--- config.mk ---
export PLATFORM = sky130hd
export DESIGN_NAME = phase_sequencer
export DESIGN_NICKNAME = d
export VERILOG_FILES = /design/src/rtl/phase_sequencer_pkg.sv /design/src/rtl/phase_sequencer.sv
export SDC_FILE = /design/constraint.sdc
export NUM_CORES = 1
export LEC_CHECK = 0
export ABC_AREA = 0
export BUFFER_PORTS_ARGS = -buffer_cell sky130_fd_sc_hd__buf_2
export CORE_MARGIN = 8
export CORE_UTILIZATION = 40
export CTS_BUF_LIST = sky130_fd_sc_hd__clkbuf_2
export DETAILED_ROUTE_END_ITERATION = 8
export PLACE_DENSITY = 0.57
export SYNTH_ARGS = -nofsm -noshare
export SYNTH_HDL_FRONTEND = slang
export SYNTH_SLANG_ARGS = --single-unit
--- constraint.sdc ---
create_clock -name clock_i -period 8.03 [get_ports clock_i]
set_input_delay 0 -clock clock_i [delete_from_list [all_inputs] [get_ports clock_i]]
set_output_delay 0 -clock clock_i [all_outputs]
set_load 0.05 [all_outputs]
--- src/rtl/phase_sequencer_pkg.sv ---
// Shared definitions for the game-phase timer: state encoding and small helpers.
package phase_sequencer_pkg;

    // Sequencer state encoding, shared with the display and game-logic blocks
    typedef enum logic [1:0] {
        ST_IDLE   = 2'd0,
        ST_RUN    = 2'd1,
        ST_PAUSED = 2'd2,
        ST_DONE   = 2'd3
    } state_e;

    // True while a timeline is in progress (phases can still advance)
    function automatic logic is_active(input state_e st);
        return (st == ST_RUN) || (st == ST_PAUSED);
    endfunction

endpackage

--- src/rtl/phase_sequencer.sv ---
// Game-phase timer: counts tick strobes and steps through NUM_PHASES phases of
// programmable length, with start/restart, pause, skip and phase-entry pulses.
module phase_sequencer
    import phase_sequencer_pkg::*;
#(
    parameter int NUM_PHASES = 3,
    parameter int LEN_W      = 16,
    parameter int PHASE_W    = 3,
    parameter logic [(NUM_PHASES-1)*LEN_W-1:0] PHASE_LENS = {16'd30, 16'd6}
) (
    input  logic               clock_i,
    input  logic               reset_i,
    input  logic               tick_i,
    input  logic               start_i,
    input  logic               pause_i,
    input  logic               skip_i,
    output logic [PHASE_W-1:0] phase_o,
    output logic [LEN_W-1:0]   phase_count_o,
    output logic [LEN_W-1:0]   remaining_o,
    output logic [LEN_W-1:0]   count_o,
    output logic               phase_start_o,
    output logic               running_o,
    output logic               done_o
);

    localparam logic [PHASE_W-1:0] LAST_PHASE = PHASE_W'(NUM_PHASES - 1);
    // Programmed length of phase 0 with zero promoted to one tick
    localparam logic [LEN_W-1:0]   LEN0_RAW   = PHASE_LENS[LEN_W-1:0];
    localparam logic [LEN_W-1:0]   LEN0       = (LEN0_RAW == '0) ? LEN_W'(1) : LEN0_RAW;

    // Effective phase lengths; the terminal phase has no length
    logic [LEN_W-1:0] len_tab [NUM_PHASES];

    genvar gi;
    generate
        for (gi = 0; gi < NUM_PHASES - 1; gi++) begin : g_len
            assign len_tab[gi] = (PHASE_LENS[gi*LEN_W +: LEN_W] == '0)
                               ? LEN_W'(1) : PHASE_LENS[gi*LEN_W +: LEN_W];
        end
    endgenerate
    assign len_tab[NUM_PHASES-1] = '0;

    state_e             state_q, state_d;
    logic [PHASE_W-1:0] phase_q, phase_d;
    logic [LEN_W-1:0]   pc_q, pc_d;
    logic [LEN_W-1:0]   count_q, count_d;
    logic [LEN_W-1:0]   remaining_q, remaining_d;
    logic               ps_q, ps_d;
    logic               running_q, done_q;
    logic [LEN_W-1:0]   cur_len, next_len;
    logic               advance;

    // Length-select mux for the current phase and the phase being entered
    always_comb begin
        cur_len  = '0;
        next_len = '0;
        for (int k = 0; k < NUM_PHASES; k++) begin
            if (phase_q == PHASE_W'(k)) cur_len  = len_tab[k];
            if (phase_d == PHASE_W'(k)) next_len = len_tab[k];
        end
    end

    // Next-state logic: start > skip > pause > tick
    always_comb begin
        state_d = state_q;
        phase_d = phase_q;
        pc_d    = pc_q;
        count_d = count_q;
        ps_d    = 1'b0;
        advance = 1'b0;

        if (start_i) begin
            state_d = ST_RUN;
            phase_d = '0;
            pc_d    = '0;
            count_d = '0;
            ps_d    = 1'b1;
        end else if (is_active(state_q)) begin
            if (skip_i) begin
                // Skip ends the phase like expiry but drops any coincident tick
                advance = 1'b1;
            end else if (state_q == ST_RUN) begin
                if (pause_i) begin
                    state_d = ST_PAUSED;
                end else if (tick_i) begin
                    count_d = (count_q == '1) ? count_q : count_q + LEN_W'(1);
                    if (pc_q + LEN_W'(1) == cur_len) begin
                        advance = 1'b1;
                    end else begin
                        pc_d = pc_q + LEN_W'(1);
                    end
                end
            end else if (!pause_i) begin
                state_d = ST_RUN;
            end
        end

        if (advance) begin
            phase_d = phase_q + PHASE_W'(1);
            pc_d    = '0;
            ps_d    = 1'b1;
            if (phase_d == LAST_PHASE) begin
                state_d = ST_DONE;
            end
        end

        // Terminal phase has zero length, so remaining reads 0 once DONE
        remaining_d = next_len - pc_d;
    end

    // State, counters and registered outputs
    always_ff @(posedge clock_i or posedge reset_i) begin
        if (reset_i) begin
            state_q     <= ST_IDLE;
            phase_q     <= '0;
            pc_q        <= '0;
            count_q     <= '0;
            remaining_q <= LEN0;
            ps_q        <= 1'b0;
            running_q   <= 1'b0;
            done_q      <= 1'b0;
        end else begin
            state_q     <= state_d;
            phase_q     <= phase_d;
            pc_q        <= pc_d;
            count_q     <= count_d;
            remaining_q <= remaining_d;
            ps_q        <= ps_d;
            running_q   <= (state_d == ST_RUN);
            done_q      <= (state_d == ST_DONE);
        end
    end

    assign phase_o       = phase_q;
    assign phase_count_o = pc_q;
    assign remaining_o   = remaining_q;
    assign count_o       = count_q;
    assign phase_start_o = ps_q;
    assign running_o     = running_q;
    assign done_o        = done_q;

endmodule

# After elaboration in Yosys (flattened, before gate mapping)
# Index checks and enable logic that the tools add are counted.
# op_classes
eq_ne	14
addsub	4
muxes	40
reduce_logical	7
# op_table
op	count
$mux 16	19
$add 16x1->16 const B	2
$eq 16x16->1	1
$eq 16x16->1 const B	1
$mux 2	8
$sub 16x16->16	1
$mux 3	4
$eq 3x2->1 const B	3
$mux 1	9
$eq 3x1->1 const B	2
$logic_not 3->1	2
$ne 2x2->1 const B	3
$reduce_and 6->1	1
$reduce_bool 2->1	3
$eq 2x1->1 const B	2
$eq 2x2->1 const B	2
$add 3x1->3 const B	1
$logic_or 1x1->1	1
# totals
out_inout_bits	54
input_bits	6
register_bits	56

# Depth between registers and ports, before layout
# Gate-level depths: netlist of the first run.
# logic_depth
word_depth	18
mapped_depth	19

# Least setup slack after synthesis of the first run
# No wires, ideal clock.
# synth_path
path_kind	flip-flop to flip-flop
startpoint	reg pc_q[1], in the netlist phase_count_o[1]
endpoint	reg remaining_q[12], in the netlist remaining_o[12]
path_slack_ps	3599
path_stages_with_launch	19
arrival_ps	4303
path_cell_list	dfrtp_1 -> ha_1 -> buf_4 -> and3_1 -> buf_2 -> o22ai_1 -> a221o_1 -> a2111oi_4 -> and3_1 -> buf_4 -> o21ai_1 -> a21oi_1 -> xnor2_1 -> ha_1 -> a2111oi_0 -> o31ai_2 -> a21oi_2 -> nor3_1 -> xnor2_1
# synth_between
elab_cells_between_ends	25
cone_classes	add/sub: 2; eq/ne: 3; mux: 19; reduce/logical: 1
# synth_rtl
item	line	source
from (decl)	phase_sequencer.sv:45	logic [LEN_W-1:0] pc_q, pc_d;
from (signal assigned)	phase_sequencer.sv:125	pc_q <= pc_d;
$add 16x1->16	phase_sequencer.sv:87, phase_sequencer.sv:90	
$eq 16x16->1	phase_sequencer.sv:87	if (pc_q + LEN_W'(1) == cur_len) begin
$mux 16 or $mux 1 (tied branches)	phase_sequencer.sv:87	
$mux 16 or $mux 1 (tied branches)	phase_sequencer.sv:85	end else if (tick_i) begin
$mux 16 or $mux 1 (tied branches)	phase_sequencer.sv:83	if (pause_i) begin
$mux 16 or $mux 1 (tied branches)	phase_sequencer.sv:82	end else if (state_q == ST_RUN) begin
$mux 16 or $mux 1 (tied branches)	phase_sequencer.sv:79	if (skip_i) begin
$mux 16 or $mux 1 (tied branches)	phase_sequencer.sv:78	end else if (is_active(state_q)) begin
$mux 16 or $mux 1 (tied branches)	phase_sequencer.sv:72	if (start_i) begin
$mux 16 *	phase_sequencer.sv:98	if (advance) begin
via pc_d[1]	phase_sequencer.sv:45	
$sub 16x16->16 *	phase_sequencer.sv:108	remaining_d = next_len - pc_d;
via remaining_d[12]	phase_sequencer.sv:47	logic [LEN_W-1:0] remaining_q, remaining_d;
to (signal assigned)	phase_sequencer.sv:127	remaining_q <= remaining_d;
to (decl)	phase_sequencer.sv:47	
# Mark *: on every way through the listed nets, which the timed path passes. The rest lies on a longest branch.
# A chain may end at the register's enable or synchronous reset.

==> metrics.md, run 1 <==
| Metric | Value |
|---|---|
| Area leader, netlist | dfrtp_1 |
| Final #Nets | 454 |
| DR pass1 iterations | 4 |
| Slew HR | 37.8% |
| Met3 WL | 443 µm |
| Flop pwr share | 35.0% |
| Gr ovfl total | 0 |
| Fin Setup TNS | 0 ns |
| Fin. max-slew vios | 0 |
| Netlist Area Pre-Place | 0.00351 mm² |
| Seq cells post-synth | 55 |
| Die X | 110 µm |
| Routability cong. | 0.853 |
| Setup Fix Bufs, Post-CTS | 0 |
| Drt drc | 0 |
| DRT antenna net count | 0 |
| Worst-margin pin slew | 0.926 ns |
| Post-synth EDFFs | 0 |
| PwrDens | 251 mW/mm² |
| Synth Area in XOR/XNOR | 10.5% |
| Max layer used | met4 |
| Iteration-0 DRC Markers | 142 |
| Final min period | 5.24 ns |
| Routed met2 length | 4330 µm |
| Clock buffer depth | 2 |
| Unrepaired setup endpoints after global routing | no |
| Core Area | 0.00864 mm² |
| Root Driver | clkbuf_2 |
| Crit-path max FO | 20 |
| Final instance area | 0.00392 mm² |
| Total wire length | 8980 µm |
| Synth Area in Compound Gates | 16.7% |
| Post-synth top cells | dfrtp_1 (53), nor2_1 (51), nand2_1 (29), xnor2_1 (29), inv_1 (19) |
| Starting Density | 40.6% |
| Clock Skews | 0.0439 ns |
| Status | finished, final reports clean |
| Final setup viols | 0 |
| Top-Level Pins | 60 |
| Syn Nets | 402 |
| Avg Cell Area, Syn | 9.09 µm² |
| Die height | 110 µm |
| Area Growth Syn to Fin | 11.7% |
| Placed cell areas | 0.00385 mm² |
| Reg area | 0.00138 mm² |
| Hold Buf Count CTS | 3 |
| Leak | 1.74 nW |
| Hpwl dp | 6740 µm |
| Ys Warns | 0 |
| Max-Cap Viols | 0 |
| Die area | 0.0120 mm² |
| Fillers | 880 |
| Net Switching | 0.467 mW |
| I/O Buffers | 59 |
| Critical path's slowest cell | a2111oi_0 |
| Vias in the first global route | 3065 |
| Nature of the critical path startpoint | flip-flop |
| Post-synthesis simple-gate area fraction | 24.3% |
| Area of the multi-input gates | 0.00196 mm² |
| Main combinational cell family by area after synthesis | simple AND/OR/NAND/NOR gates |
| Antenna violations before repair | 0 |
| Cts bufs inserted | 5 |
| CTS tree | built |
| Synth top area share | 37.8% |
| Core Rows | 34 |
| Gr usage total | 15.7% |
| VDD IR max | 156 µV |
| Vias | 2967 |
| Register area share after synthesis | 39.3% |
| PostCTS Resize Cnt | 0 |
| Crit path kind | reg2reg |
| First-pass GRT wire length | 15200 µm |
| Adder-Cell Fraction of Synth Area | 3.57% |
| Comb pwr share | 53.8% |
| Family with the most delay on the worst path | compound AO/OA/AOI/OAI gates |
| DRT met1 WL | 4070 µm |
| Mux contribution to synthesized area | 0.856% |
| Pin count of the biggest net entering global routing | 56 |
| Min-Delay Path Class | in2reg |
| Clock share of power | 11.1% |
| Final hold viol count | 0 |
| Slowest cell delay on critical path | 0.69 ns |
| F_max | 191 MHz |
| Worst-path clk slew | 0.27 ns |
| WP data required | 8.38 ns |
| Cells after Synth | 386 |
| Period utilisation layout | 65.3% |
| Main synth FF type | dfrtp_1 |
| Buffers and inverters on the worst path | 0 |
| Int Pwr | 0.518 mW |
| Crit end category | flip-flop |
| Inserted Diodes | 0 |
| CTS Sinks | 55 |
| Most common cell in the netlist | dfrtp_1 |
| Net Sw Frac | 47.4% |
| Vias/cell | 5.42 |
| DR WL/cell | 16.4 µm |
| CP Cell Sequence | ha_1 -> and3_1 -> o22ai_1 -> a221o_1 -> a2111oi_4 -> nand4_2 -> nand2_1 -> a21oi_1 -> xnor2_1 -> ha_1 -> a2111oi_0 -> o31ai_2 -> a21oi_2 -> nor3_1 -> xnor2_1 |
| Clk Latency, worst-skew pair | 0.44 ns |
| Post-synth cell types | 63 |
| Asr flop ratio synth | 100% |
| Share of cells above drive strength 1 | 20.5% |
| H-Tree Depth | 2 |
| CP arrival | 5.59 ns |
| Top post-synthesis cells by area | dfrtp_1 (38%), xnor2_1 (7.2%), nor2_1 (5.5%) |
==> state kept, by name, indices dropped and copies added, names as in the netlist <==
signal,flops
done_o,1
phase_o,3
phase_start_o,1
phase_count_o,15
running_o,1
remaining_o,16
count_o,16
state_q,2
==> metal layers <==
metal | vias to the layer above | global-route usage (%)
met5 | - | 0
met4 | 0 | 4.34
met3 | 10 | 2.93
met2 | 79 | 26.7
met1 | 1411 | 19.9
li1 | 1467 | -
==> layout make-up <==
| cell class | instances | share of cell area (%) |
|---|---|---|
| clock inverters | 2 | 0.319 |
| inverters | 19 | 1.82 |
| repair buffers | 63 | 8.49 |
| clock buffers | 6 | 0.766 |
| well taps | 108 | 3.45 |
| flip-flops and latches | 55 | 35.2 |
| multi-input cells | 294 | 50.0 |
==> logic make-up (layout without fill, tap and decap cells) <==
kind of cell             count (synthesis)  after routing
AND/OR/NAND/NOR                        165            165
AO/OA/AOI/OAI                           74             74
flip-flops                              55             55
XOR/XNOR                                42             42
buffers and inverters                   37             90
adder cells (fa/ha/maj)                 10             10
multiplexers                             3              3
==> through the flow <==
stage               power [mW]  hold slack (ns)  setup WS (ns)  instances  utilization [%]
global route              1.05           0.0224           2.31        547             45.4
detailed placement       0.883            0.244           2.94        536             44.6
CTS                      0.996           0.0194           2.88        547             45.4
global placement         0.878            0.237           3.19        536             44.6
finish                   0.985           0.0476           2.79        547             45.4
floorplan                0.779           0.0819           3.60        386                -
==> layout by cell type (no fill, tap or decap), types with 2 or more instances in the layout <==
cell,n
a21o_1,2
a31oi_1,7
o22ai_1,4
and3_1,13
mux2i_1,3
xor2_1,13
a211oi_1,5
o211ai_1,2
a21oi_1,17
dlygate4sd3_1,3
o21ai_0,11
a2111oi_4,3
dfstp_2,2
clkbuf_2,6
or2_2,4
dfrtp_1,53
inv_1,18
nor2_1,51
nor2b_1,2
o21bai_1,2
or3_1,11
ha_1,10
nand3_1,16
xnor2_1,29
a41oi_1,3
and2_1,5
nand2b_1,3
nand4_1,6
buf_2,59
nand3b_1,4
nor3_1,7
nor4_1,2
nand2_1,29
and4_1,3
==> power groups by stage <==
stage	Sequential (mW)	Combinational, mW	Clock [mW]
3_5_place_dp	0.350	0.533	0
5_1_grt	0.351	0.575	0.128
4_1_cts	0.346	0.536	0.115
6_report	0.345	0.530	0.110
2_1_floorplan	0.490	0.289	0
3_3_place_gp	0.350	0.528	0
==> path summary, 6_finish.rpt <==
check | start | endpoint | slack [ns] | depth (start not counted)
max reg2reg | remaining_o[0] | remaining_o[12] | 2.79 | 15
min in group asynchronous | reset_i | count_o[11] | 0.24 | 4
max | remaining_o[0] | remaining_o[12] | 2.79 | 15
max in group asynchronous | reset_i | phase_count_o[13] | 7.29 | 4
min | skip_i | state_q[1] | 0.05 | 5
min reg2reg | count_o[10] | count_o[10] | 0.58 | 2
==> worst reg2reg max path, cell delays in order (launching register included) <==
cell and delay, ns:
dfrtp_1 0.67, ha_1 0.41, and3_1 0.31, o22ai_1 0.12, a221o_1 0.34, a2111oi_4 0.50, nand4_2 0.22, nand2_1 0.53
a21oi_1 0.22, xnor2_1 0.20, ha_1 0.25, a2111oi_0 0.69, o31ai_2 0.15, a21oi_2 0.30, nor3_1 0.11, xnor2_1 0.15
Power figures use the tool's default switching activity.
==> run 2: changes to the inputs <==
Clock period 8.03 ns to 5.5 ns, I/O delays scaled along.
==> run 2 against run 1 <==
Clock skew shrank 0.015 ns; largest cell class unchanged; maximum frequency grew 4.2%; design area grew 0.61%; flip-flop and latch count is the same; critical endpoint unchanged.
==> metrics.md, run 2 (synthesis results as in run 1) <==
| Metric | Value |
|---|---|
| Status | finished, final reports clean |
| Worst slack, placed | 0.535 ns |
| Final setup viols | 0 |
| Final min period | 5.03 ns |
| Final hold viol count | 0 |
| R2r worst-path depth | 15 |
| Min-Delay Path Class | in2reg |
| H-Tree Depth | 2 |
| Vias | 2991 |
| Core Area | 0.00864 mm² |
| Final instance area | 0.00395 mm² |
| Clock buffer depth | 2 |
| Leak | 1.75 nW |
| Placed cell areas | 0.00386 mm² |
| Worst-path clk slew | 0.29 ns |
| DP Cell Count | 537 |
| Area Growth Syn to Fin | 12.4% |
| Hpwl dp | 6690 µm |
| Cts bufs inserted | 5 |
| Gr usage total | 15.2% |
| Period utilisation layout | 91.5% |
| First-pass GRT wire length | 14600 µm |
| CTS tree | built |
| F_max | 199 MHz |
| Fillers | 887 |
| I/O Buffers | 59 |
| Core Rows | 34 |
| Pin count of the biggest net entering global routing | 56 |
| Die height | 110 µm |
| Antenna violations before repair | 0 |
| Max-Cap Viols | 0 |
| WHS Endpoint | running_o |
| DRT antenna net count | 0 |
| Fin. max-slew vios | 0 |
| DR pass1 iterations | 4 |
| Min-Delay Startpoint | skip_i |
| Fin Setup TNS | 0 ns |
| Die area | 0.0120 mm² |
| Crit-path max FO | 15 |
| Inserted Diodes | 0 |
| Crit path kind | reg2reg |
| VDD IR max | 218 µV |
| Routability cong. | 0.831 |
| Die X | 110 µm |
| Crit end category | flip-flop |
| Total wire length | 8890 µm |
| Area of the multi-input gates | 0.00196 mm² |
| Worst r2r src | remaining_o[0] |
| Worst-margin pin slew | 0.929 ns |
| DR WL/cell | 16.2 µm |
| Unrepaired setup endpoints after global routing | no |
| Final worst slack | 0.466 ns |
| PwrDens | 370 mW/mm² |
| Reg2reg setup slack | 0.47 ns |
| Nature of the critical path startpoint | flip-flop |
| Clock Skews | 0.0290 ns |
| Drt drc | 0 |
| Gr ovfl total | 0 |
| Share of cells above drive strength 1 | 20.9% |
| Starting Density | 40.6% |
| Hold Crit Depth | 6 |
| Most frequent cells in the layout | buf_2 (59), dfrtp_1 (53), nor2_1 (51), nand2_1 (29), xnor2_1 (29) |
| Clk Latency, worst-skew pair | 0.48 ns |
| Final #Nets | 456 |
| Top-Level Pins | 60 |
| CP arrival | 5.42 ns |
| R2r endpoint | remaining_o[12] |
| Setup Fix Bufs, Post-CTS | 0 |
| Vias/cell | 5.45 |
| Most common cell after layout, fill and taps aside | buf_2 |
| Reg area | 0.00138 mm² |
| Root Driver | clkbuf_2 |
| CTS Sinks | 55 |
| WP data required | 5.88 ns |
| Pwr Total | 1.46 mW |
| Iteration-0 DRC Markers | 138 |
| Vias in the first global route | 3005 |
| Slew HR | 37.6% |
| Final Non-Filler Cells | 549 |
==> run 2: worst max path at each step <==
stage / from / end / slack [ns] / cells past startpoint
after CTS: remaining_o[0] / remaining_o[12] / 0.49 / 15
after floorplan: phase_count_o[1] / remaining_o[12] / 1.07 / 18
after global placement: remaining_o[0] / remaining_o[12] / 0.74 / 15
after detailed placement: remaining_o[0] / remaining_o[12] / 0.53 / 15
final: remaining_o[0] / remaining_o[12] / 0.47 / 15
after global routing: remaining_o[0] / remaining_o[12] / 0.14 / 15
==> run 2: metrics by stage <==
step	util, %	hold WS, ns
after floorplan	-	0.0819
final	45.7	0.0511
after CTS	45.7	0.0113
after detailed placement	44.7	0.242
after global placement	44.7	0.236
after global routing	45.7	0.0837
==> run 2: per-layer routing <==
metal  share of wire [%]  global-route usage [%]  up-vias
li1                    -                       -     1467
met1                  44                    18.5     1441
met2                  49                    25.8       72
met3                 5.6                    3.34       11
met4                 1.7                    5.79        0
met5                   0                       0        -
==> run 2: report_power, final <==
group	total, mW	switching, mW	internal (mW)	leakage (nW)
logic	0.782	0.529	0.253	0.985
clock network	0.174	0.140	0.0339	0.0309
registers	0.505	0.0299	0.476	0.733
==> run 2: final cells by class <==
class,count,area share [%]
clock buffer,5,0.634
clock inverter,3,0.603
inverter,19,1.81
multi-input combinational,294,49.7
sequential,55,35.0
tap,108,3.43
timing repair buffer,65,8.88
==> run 2: what timing repair did <==
item / in CTS / in global routing
hold buffers: 4 / 0
gates resized for setup: 0 / 0
hold endpoints to repair: 73 / 0
==> run 2: worst max-delay path: stages (launching register included) <==
cell	delay [ns]
dfrtp_1	0.69
ha_1	0.40
and3_1	0.30
o22ai_1	0.11
a221o_1	0.34
a2111oi_4	0.50
and3_1	0.43
o21ai_1	0.15
a21oi_1	0.37
xnor2_1	0.14
ha_1	0.25
a2111oi_0	0.57
o31ai_2	0.16
a21oi_2	0.29
nor3_1	0.10
xnor2_1	0.15
==> run 3: changes to the inputs <==
Settings changed: CELL_PAD_IN_SITES_DETAIL_PLACEMENT set to 1, CELL_PAD_IN_SITES_GLOBAL_PLACEMENT set to 1, PLACE_DENSITY 0.57 to 0.73.
Clock period 5.5 ns to 4.9 ns, I/O delays scaled along.
==> run 3 against run 2 <==
Sequential power increased by 11%; clock power increased by 33%; flip-flop and latch count unchanged; first-iteration DRC count shrank 11%; core utilization rose by 0.88 points; die area stayed put; setup slack worse by 0.24 ns; routed wire length increased by 9.8%; design area up 1.9%; global-route usage rose by 1.7 points; register-to-register slack worse by 0.24 ns.
==> metrics.md, run 3 (synthesis results as in run 1) <==
| Metric | Value |
|---|---|
| Status | finished, final reports clean |
| Worst-path clk slew | 0.29 ns |
| Iteration-0 DRC Markers | 123 |
| Met1 Use GR | 20.7% |
| CTS tree | built |
| First-pass GRT wire length | 16100 µm |
| Nature of the critical path startpoint | flip-flop |
| Vias | 3059 |
| Inserted Diodes | 0 |
| Leak | 1.80 nW |
| Net Switching | 0.801 mW |
| Cts bufs inserted | 5 |
| Most common cell after layout, fill and taps aside | buf_2 |
| Pin count of the biggest net entering global routing | 56 |
| Flop pwr share | 32.7% |
| Core Area | 0.00864 mm² |
| Vias/cell | 5.49 |
| Critical path's slowest cell | a2111oi_4 |
| Drt drc | 0 |
| Vias in the first global route | 3215 |
| Final #Nets | 464 |
| Crit-path max FO | 9 |
| Final hold viol count | 0 |
| Core Rows | 34 |
| GR Util met2 | 29.9% |
| Die area | 0.0120 mm² |
| Slowest cell delay on critical path | 0.59 ns |
| Final min period | 4.67 ns |
| Comb pwr share | 53.8% |
| Share of cells above drive strength 1 | 22.7% |
| Clock share of power | 13.5% |
| Net Sw Frac | 46.8% |
| Antenna violations before repair | 0 |
| DRT antenna net count | 0 |
| Final setup viols | 0 |
| DR pass1 iterations | 5 |
| Die X | 110 µm |
| Min-Delay Path Class | in2reg |
| Family with the most delay on the worst path | simple AND/OR/NAND/NOR gates |
| CP Cell Sequence | ha_1 -> nand3_1 -> nor2_1 -> nand2_1 -> a2111oi_4 -> nand3_1 -> nand2_1 -> nor2_1 -> xnor2_1 -> or2_2 -> ha_1 -> inv_1 -> o31ai_2 -> a21oi_2 -> nor3_1 -> xnor2_1 |
| Hpwl dp | 7350 µm |
| Crit end category | flip-flop |
| Gr usage total | 16.9% |
| Clock Skews | 0.0279 ns |
| CP arrival | 5.07 ns |
| Slew HR | 52.9% |
| Buffers and inverters on the worst path | 1 |
| Most frequent cells in the layout | buf_2 (59), dfrtp_1 (52), nor2_1 (51), nand2_1 (29), xnor2_1 (29) |
| Total wire length | 9760 µm |
| Root Driver | clkbuf_2 |
| Clk Latency, worst-skew pair | 0.46 ns |
| Fin. max-slew vios | 0 |
| Die height | 110 µm |
| Busiest layer in global routing | met2 |
| Fin Setup TNS | 0 ns |
| CTS Sinks | 55 |
| DR WL/cell | 17.5 µm |
| WP data required | 5.30 ns |
| Int Pwr | 0.912 mW |
| Starting Density | 40.6% |
| Unrepaired setup endpoints after global routing | no |
| Crit path kind | reg2reg |
| Area Growth Syn to Fin | 14.6% |
| F_max | 214 MHz |
| Top-Level Pins | 60 |
| Gr ovfl total | 0 |
| Reg2reg setup slack | 0.23 ns |
| I/O Buffers | 59 |
| H-Tree Depth | 2 |
| Period utilisation layout | 95.3% |
| VDD IR max | 256 µV |
| Worst-margin pin slew | 0.706 ns |
| M3 GR Usage | 2.81% |
| WHS | 0.0575 ns |
| Clock buffer depth | 2 |
| PwrDens | 426 mW/mm² |
| Routability cong. | 0.864 |
| Max-Cap Viols | 0 |
[run 3: cell types whose count changed in the layout (fill, tap and decap cells not counted), sizes merged]
cell,delta
clkinv,+1
buf,+9
dlygate4sd3,-1
bufinv,+1
clkinvlp,-1
inv,-1
[run 3: worst paths after layout]
check                                      start               end  cells past startpoint
worst max register to register  phase_count_o[1]   remaining_o[12]                     16
worst max-delay path            phase_count_o[1]   remaining_o[12]                     16
worst min register to register       count_o[12]       count_o[12]                      2
max in group asynchronous                reset_i  phase_count_o[1]                      4
min in group asynchronous                reset_i    remaining_o[7]                      4
worst min-delay path                      skip_i        state_q[1]                      5
[run 3: through the flow]
stage	setup WS (ns)	total power, mW	area [µm²]	utilization (%)	cells
floorplan	0.469	1.28	3510	-	386
global placement	0.312	1.47	3920	45.3	545
detailed placement	0.0794	1.49	3920	45.3	545
CTS	0.00286	1.73	4010	46.4	556
global route	0.0124	1.83	4020	46.6	557
finish	0.229	1.71	4020	46.6	557
[run 3: worst register-to-register path, stage by stage (launching register included)]
cell and delay (ns):
dfrtp_2 0.53, ha_1 0.36, nand3_1 0.20, nor2_1 0.27, nand2_1 0.14, a2111oi_4 0.59
nand3_1 0.36, nand2_1 0.26, nor2_1 0.10, xnor2_1 0.13, or2_2 0.30, ha_1 0.37
inv_1 0.07, o31ai_2 0.35, a21oi_2 0.20, nor3_1 0.22, xnor2_1 0.15
[run 3: cell type report]
| type | count | area (µm²) |
|---|---|---|
| fillers | 1053 | 4610 |
| clock inverters | 3 | 38.8 |
| clock buffers | 5 | 25.0 |
| multi-input cells | 294 | 1960 |
| inverters | 19 | 71.3 |
| flip-flops and latches | 55 | 1380 |
| repair buffers | 73 | 408 |
| well taps | 108 | 135 |
[run 3: timing repair]
item,in CTS,in global routing
gates resized for setup,0,3
hold buffers,3,0
buffers inserted,0,1
endpoints found under the hold margin,72,0
endpoints found under the setup margin,0,7
[run 3: metal layers]
layer  vias up  part of all wire [%]
li1       1481                     -
met1      1504                    45
met2        58                    49
met3        16                   4.5
met4         0                   1.3
met5         -                     0
[run 3: power by group through the flow]
stage               registers, mW  clock network (mW)  logic (mW)
finish                      0.561               0.231       0.921
global route                0.571               0.255        1.00
CTS                         0.562               0.246       0.926
detailed placement          0.571                   0       0.922
global placement            0.568                   0       0.901
floorplan                   0.803                   0       0.473
